===== src/rtl/tpuv1_host_seq.sv =====
`default_nettype none
// ============================================================================
// Module   : tpuv1_host_seq
// Summary  : Bus initiator that loads A/B/C into a tpuv1, starts the multiply,
//            waits it out and streams the C matrix back on a valid/ready port.
// Revision : 1.0
// ============================================================================
module tpuv1_host_seq #(
    parameter int DIM         = 8,
    parameter int BITS_AB     = 8,
    parameter int BITS_C      = 16,
    parameter int ADDRW       = 16,
    parameter int DATAW       = 64,
    parameter int WAIT_CYCLES = 24
) (
    input  logic             clk,
    input  logic             rst_n,
    input  logic             start,
    input  logic             clear_c,
    output logic             busy,
    output logic             done,
    input  logic             in_valid,
    output logic             in_ready,
    input  logic [DATAW-1:0] in_data,
    output logic             out_valid,
    input  logic             out_ready,
    output logic [DATAW-1:0] out_data,
    output logic             r_w,
    output logic [ADDRW-1:0] addr,
    output logic [DATAW-1:0] dataIn,
    input  logic [DATAW-1:0] dataOut
);

    localparam int c_CNTW  = $clog2(2*DIM) + 1;
    localparam int c_WAITW = $clog2(WAIT_CYCLES) + 1;

    localparam logic [ADDRW-1:0] c_BASE_A    = ADDRW'(16'h0100);
    localparam logic [ADDRW-1:0] c_BASE_B    = ADDRW'(16'h0200);
    localparam logic [ADDRW-1:0] c_BASE_C    = ADDRW'(16'h0300);
    localparam logic [ADDRW-1:0] c_ADDR_STRT = ADDRW'(16'h0400);

    generate
        if (DATAW != DIM*BITS_AB || DATAW != 4*BITS_C || WAIT_CYCLES < 3*DIM-1) begin : g_param_check
            $error("tpuv1_host_seq: inconsistent parameter set");
        end
    endgenerate

    typedef enum logic [2:0] {
        S_IDLE   = 3'd0,
        S_LOAD_A = 3'd1,
        S_LOAD_B = 3'd2,
        S_LOAD_C = 3'd3,
        S_START  = 3'd4,
        S_WAIT   = 3'd5,
        S_READ_C = 3'd6,
        S_DRAIN  = 3'd7
    } state_t;

    state_t              r_state, w_state;
    logic                r_clr, w_clr;
    logic [c_CNTW-1:0]   r_cnt, w_cnt;
    logic [c_WAITW-1:0]  r_wait, w_wait;
    logic                r_busy, w_busy;
    logic                r_done, w_done;
    logic                r_out_valid, w_out_valid;
    logic [DATAW-1:0]    r_out_data, w_out_data;
    logic                r_rw, w_rw;
    logic [ADDRW-1:0]    r_addr, w_addr;
    logic [DATAW-1:0]    r_din, w_din;

    logic                w_accept;
    logic                w_slot_free;
    logic [c_CNTW-1:0]   w_cnt_inc;

    // Rows/half-rows are one bus word apart, i.e. 8 bytes.
    function automatic logic [ADDRW-1:0] f_word_addr(input logic [ADDRW-1:0] base,
                                                     input logic [c_CNTW-1:0] idx);
        return base + ADDRW'({idx, 3'b000});
    endfunction

    assign in_ready    = (r_state == S_LOAD_A) || (r_state == S_LOAD_B) ||
                         ((r_state == S_LOAD_C) && !r_clr);
    assign w_accept    = in_valid && in_ready;
    assign w_slot_free = !r_out_valid || out_ready;
    assign w_cnt_inc   = r_cnt + c_CNTW'(1);

    always_ff @(posedge clk or negedge rst_n) begin
        if (!rst_n) begin
            r_state     <= S_IDLE;
            r_clr       <= 1'b0;
            r_cnt       <= '0;
            r_wait      <= '0;
            r_busy      <= 1'b0;
            r_done      <= 1'b0;
            r_out_valid <= 1'b0;
            r_out_data  <= '0;
            r_rw        <= 1'b0;
            r_addr      <= '0;
            r_din       <= '0;
        end else begin
            r_state     <= w_state;
            r_clr       <= w_clr;
            r_cnt       <= w_cnt;
            r_wait      <= w_wait;
            r_busy      <= w_busy;
            r_done      <= w_done;
            r_out_valid <= w_out_valid;
            r_out_data  <= w_out_data;
            r_rw        <= w_rw;
            r_addr      <= w_addr;
            r_din       <= w_din;
        end
    end

    always_comb begin
        w_state     = r_state;
        w_clr       = r_clr;
        w_cnt       = r_cnt;
        w_wait      = r_wait;
        w_busy      = r_busy;
        w_done      = 1'b0;
        w_out_valid = r_out_valid;
        w_out_data  = r_out_data;
        w_rw        = 1'b0;
        w_addr      = '0;
        w_din       = '0;

        if (r_out_valid && out_ready) begin
            w_out_valid = 1'b0;
        end

        case (r_state)
            S_IDLE: begin
                if (start) begin
                    w_clr   = clear_c;
                    w_busy  = 1'b1;
                    w_cnt   = '0;
                    w_state = S_LOAD_A;
                end
            end
            S_LOAD_A, S_LOAD_B: begin
                if (w_accept) begin
                    w_rw   = 1'b1;
                    w_addr = f_word_addr((r_state == S_LOAD_A) ? c_BASE_A : c_BASE_B, r_cnt);
                    w_din  = in_data;
                    if (r_cnt == c_CNTW'(DIM-1)) begin
                        w_cnt   = '0;
                        w_state = (r_state == S_LOAD_A) ? S_LOAD_B : S_LOAD_C;
                    end else begin
                        w_cnt = w_cnt_inc;
                    end
                end
            end
            S_LOAD_C: begin
                // With clear_c the zero fill runs unthrottled, one word per cycle.
                if (r_clr || w_accept) begin
                    w_rw   = 1'b1;
                    w_addr = f_word_addr(c_BASE_C, r_cnt);
                    w_din  = r_clr ? '0 : in_data;
                    if (r_cnt == c_CNTW'(2*DIM-1)) begin
                        w_cnt   = '0;
                        w_state = S_START;
                    end else begin
                        w_cnt = w_cnt_inc;
                    end
                end
            end
            S_START: begin
                w_rw    = 1'b1;
                w_addr  = c_ADDR_STRT;
                w_wait  = c_WAITW'(WAIT_CYCLES);
                w_state = S_WAIT;
            end
            S_WAIT: begin
                // First WAIT cycle carries the start write; WAIT_CYCLES idle cycles follow.
                if (r_wait == '0) begin
                    w_addr  = c_BASE_C;
                    w_state = S_READ_C;
                end else begin
                    w_wait = r_wait - c_WAITW'(1);
                end
            end
            S_READ_C: begin
                w_addr = f_word_addr(c_BASE_C, r_cnt);
                if (w_slot_free) begin
                    w_out_data  = dataOut;
                    w_out_valid = 1'b1;
                    if (r_cnt == c_CNTW'(2*DIM-1)) begin
                        w_cnt   = '0;
                        w_addr  = '0;
                        w_state = S_DRAIN;
                    end else begin
                        w_cnt  = w_cnt_inc;
                        w_addr = f_word_addr(c_BASE_C, w_cnt_inc);
                    end
                end
            end
            S_DRAIN: begin
                if (r_out_valid && out_ready) begin
                    w_done  = 1'b1;
                    w_busy  = 1'b0;
                    w_state = S_IDLE;
                end
            end
            default: begin
                w_state = S_IDLE;
            end
        endcase
    end

    assign busy      = r_busy;
    assign done      = r_done;
    assign out_valid = r_out_valid;
    assign out_data  = r_out_data;
    assign r_w       = r_rw;
    assign addr      = r_addr;
    assign dataIn    = r_din;

endmodule
`default_nettype wire


===== config.mk =====
export PLATFORM = sky130hd
export DESIGN_NAME = tpuv1_host_seq
export DESIGN_NICKNAME = d
export VERILOG_FILES = /design/src/rtl/tpuv1_host_seq.sv
export SDC_FILE = /design/constraint.sdc
export NUM_CORES = 1
export LEC_CHECK = 0
export CAP_MARGIN = 20
export CORE_ASPECT_RATIO = 0.7
export CORE_MARGIN = 5
export CORE_UTILIZATION = 37
export CTS_CLUSTER_DIAMETER = 200
export DETAILED_ROUTE_END_ITERATION = 16
export HOLD_SLACK_MARGIN = 0.03
export PLACE_DENSITY = 0.87
export SLEW_MARGIN = 20
export SYNTH_ARGS = -nofsm -noshare
export SYNTH_HDL_FRONTEND = slang
export SYNTH_SLANG_ARGS = --single-unit

===== constraint.sdc =====
create_clock -name clk -period 1.8 [get_ports clk]
set_clock_uncertainty 0.15 [all_clocks]
set_input_delay 0.36 -clock clk [delete_from_list [all_inputs] [get_ports clk]]
set_output_delay 0.36 -clock clk [all_outputs]
set_load 0.02 [all_outputs]

==> impl_metrics.csv <==
group,metric,value,unit
sta,worstMarginPinSlew,0.506,ns
routing,route.antenna.remaining_nets,0,
synthesis,synth_async_sr_flop_share,100,%
setup_path,worst-r2r-setup-slack,-0.13,ns
setup_path,arrival_time_of_the_worst_setup_path,2.06,ns
synthesis,synthDistinctLibCells,38,
run,number_of_maximum_capacitance_violations,0,
routing,drt_pre_antenna_iters,5,
die,rows,38,
power,cell_area_power_density,1600,nW/um^2
global_route,initial_antenna_violation_count,0,
cells_and_area,multi_input_area,2030,um^2
clock_tree,clock_tree.htree_level_count,4,
die,initial_utilization,38.0,%
setup_path,worstPathRequired,1.94,ns
synthesis,syn_inst,444,
cells_and_area,design.final.nets,904,
global_route,grt_first_pass_wirelength,27.3,mm
sta,post-route-period-util,107,%
global_route,grt_pass1_vias,5040,
setup_path,cell_depth_of_the_worst_setup_path,6,
routing,routed-via-count,4794,
synthesis,synth_top_cell_area_share,65.5,%
routing,route.final.wire_length,18.1,mm
routing,avgRoutedWirePerCell,18.5,um
power,ir_worst_vdd,0.989,mV
clock_tree,cts_buffers,17,
setup_path,startpoint,"r_state[0]",
sta,timing_hold_violations_final,0,
synthesis,post_synth_edffs,0,
clock_tree,cts_root_buf,"sky130_fd_sc_hd__clkbuf_16",
sta,relSlewSlack,66.3,%
setup_path,cp_slowest_stage_delay,0.47,ns
sta,setup-tns-final,-5.64,ns
setup_path,end_kind,"register",
cells_and_area,insertedDiodeCount,0,
sta,final.min_clock_period,1.93,ns
cells_and_area,post_route_cells_drive_above_1_share,23.7,%
run_status,violations,"setup timing",
setup_path,worstSetupStartpointType,"register",
clock_tree,tritoncts_num_sinks,155,
setup_path,worst_reg2reg_path_startpoint,"r_state[0]",
setup_path,cp_cell_sequence,"buf_6, nand3b_1, nor2_4, buf_4, buf_12, mux2_2",
global_route,grt_overflow_total,0,
power,leakagePower,4.87,nW
sta,report.final.slew_viol_count,0,
synthesis,yosys_most_used_dff,"sky130_fd_sc_hd__dfrtp_1",
placed_design,place.detailed.hpwl,13.2,mm
die,die_width,161,um
die,design.core.area,15600,um^2
cells_and_area,final-seq-area,3880,um^2
setup_path,worstSetupPathType,"register to register",
die,area_of_the_die,18700,um^2
clock_tree,worst_setup_hold_path_clk_slew,0.06,ns
sta,fmaxAchievable,0.519,GHz
die,die_h,116,um
placed_design,io_buffers,274,
die,top_level_ports,283,
global_route,grt_use_total,18.7,%
setup_path,crit_slowest_cell,"sky130_fd_sc_hd__dfrtp_2",
routing,detail_route.drc_violations,0,
synthesis,synth_top_cells_by_area,"sky130_fd_sc_hd__dfrtp_1 (65%), sky130_fd_sc_hd__mux2_2 (12%), sky130_fd_sc_hd__and3_1 (6.8%)",
placed_design,globalplace.congestion,0.900,
setup_path,critical_path.max_fanout,19,
setup_path,worstRegToRegCells,6,
synthesis,yosys_warnings,0,
cells_and_area,most-common-layout-cells,"sky130_fd_sc_hd__dfrtp_1 (151), sky130_fd_sc_hd__dlygate4sd2_1 (140), sky130_fd_sc_hd__clkdlybuf4s50_1 (132)",
routing,drt_iter0_markers,257,
sta,finalSetupViolations,73,
sta,finalWorstSetupSlack,-0.126,ns
cells_and_area,area.growth.synth_to_final,67.1,%
worst_hold_path,timing.hold.worst.class,"input pin to async pin",
sta,grt_setup_unrepaired,"yes",
cells_and_area,mostFrequentLayoutCell,"sky130_fd_sc_hd__dfrtp_1",
setup_path,critical-path-top-delay-family,"flip-flops",
setup_path,timing.critical_path.buf_inv,3,
run_status,run_status,"finished with violations",
sta,holdWs,0.271,ns
routing,drt-vias-per-instance,4.90,
cells_and_area,filler_cell_count,1240,
global_route,maximum_number_of_pins_on_one_net_before_global_route_repair,67,
synthesis,synth_seq_cells,155,
synthesis,post_synthesis_cell_area,5930,um^2
synthesis,seq_area_frac_synth,65.5,%
setup_path,endpoint,"out_data[51]",
clock_tree,deepest_clock_path_buffer_count,2,
clock_tree,clkLatencyLatePin,0.41,ns
power,totalPowerFinal,15.9,mW
setup_path,critical_path.reg2reg.endpoint,"out_data[51]",
clock_tree,cts_tree,"yes",
synthesis,synthesis.area_per_instance,13.3,um^2
synthesis,synth_top_cell_by_area,"sky130_fd_sc_hd__dfrtp_1",
what timing repair did:
action,4_1_cts,5_1_grt
resized for setup,163,23
endpoints found under the setup margin,218,83
hold endpoints to repair,37,0
cloned,0,2
hold buffers,1,0
buffers inserted,2,7
pin swaps,2,1
logic make-up (layout without fill, tap and decap cells):
kind of cell               Yosys count  in the layout  share of synthesized area, %
and+or+nand+nor                    127            127                          12.5
adders and majority gates            5              5                          1.06
DFF                                155            155                          65.5
other                                1              8                        0.0633
AOI/OAI and AO/OA                   44             44                          4.50
buffers and inverters               43            370                          3.44
muxes                               67             67                          12.7
xor gates and xnor gates             2              2                         0.296
worst min path at each step:
stage | slack (ns) | cells after the start | endpoint
after floorplan | -0.09 | 0 | addr[10]
after global placement | 0.14 | 1 | r_clr
after detailed placement | 0.14 | 1 | r_clr
after CTS | 0.26 | 2 | r_clr
after global routing | 0.31 | 2 | r_clr
final | 0.27 | 2 | r_clr
worst register-to-register path, cell delays in order (launching register included):
cell,delay (ns)
sky130_fd_sc_hd__dfrtp_2,0.47
sky130_fd_sc_hd__buf_6,0.14
sky130_fd_sc_hd__nand3b_1,0.21
sky130_fd_sc_hd__nor2_4,0.17
sky130_fd_sc_hd__buf_4,0.14
sky130_fd_sc_hd__buf_12,0.16
sky130_fd_sc_hd__mux2_2,0.37
flip-flops by register name, summed over array words and instances (netlist names):
name / count
dataIn: 64
out_data: 64
addr: 8
r_wait: 6
r_cnt: 5
r_state: 3
busy: 1
done: 1
out_valid: 1
r_clr: 1
r_w: 1
Yosys cell counts (3+ instances only):
master                     number
sky130_fd_sc_hd__a21oi_1        8
sky130_fd_sc_hd__a31oi_1        3
sky130_fd_sc_hd__and3_1        64
sky130_fd_sc_hd__buf_2         10
sky130_fd_sc_hd__buf_4          8
sky130_fd_sc_hd__clkbuf_1      16
sky130_fd_sc_hd__dfrtp_1      155
sky130_fd_sc_hd__ha_1           5
sky130_fd_sc_hd__inv_1          9
sky130_fd_sc_hd__mux2_2        65
sky130_fd_sc_hd__nand2_1       19
sky130_fd_sc_hd__nand2b_1       8
sky130_fd_sc_hd__nand3_1        7
sky130_fd_sc_hd__nor2_1        12
sky130_fd_sc_hd__nor4_1         3
sky130_fd_sc_hd__o21ai_0       19
sky130_fd_sc_hd__o22ai_1        3
sky130_fd_sc_hd__o31ai_1        3
per-stage QoR:
stage                     std cells  setup slack [ns]  instance area [um^2]  util (%)
final                           978            -0.126                  9900      63.5
after global routing            978            -0.205                  9900      63.5
after CTS                       969            -0.104                  9740      62.5
after detailed placement        934            -0.413                  9200      59.0
after global placement          934            -0.409                  9200      59.0
after floorplan                 451          -0.00147                  5980         -
metal layers:
metal  track usage [%]  part of all wire, %  vias up
met3              7.96                   10       24
met5                 0                    0        -
li1                  -                    -     2180
met4              4.43                  1.0        0
met1              22.2                   38     2347
met2              31.9                   50      243
area by class of cell:
| cell class | count | area share [%] |
|---|---|---|
| multi-input combinational | 253 | 20.5 |
| timing repair buffer | 329 | 31.1 |
| clock buffer | 19 | 4.47 |
| tap | 200 | 2.53 |
| inverter | 9 | 0.341 |
| clock inverter | 13 | 1.91 |
| sequential | 155 | 39.2 |
power by group:
part / internal (mW) / switching, mW / leakage [nW] / total, mW
registers: 4.79 / 0.638 / 1.94 / 5.43
clock network: 2.37 / 1.41 / 0.310 / 3.78
logic: 2.93 / 3.72 / 2.62 / 6.65
total: 10.1 / 5.76 / 4.87 / 15.9
Power figures use the tool's default switching activity.
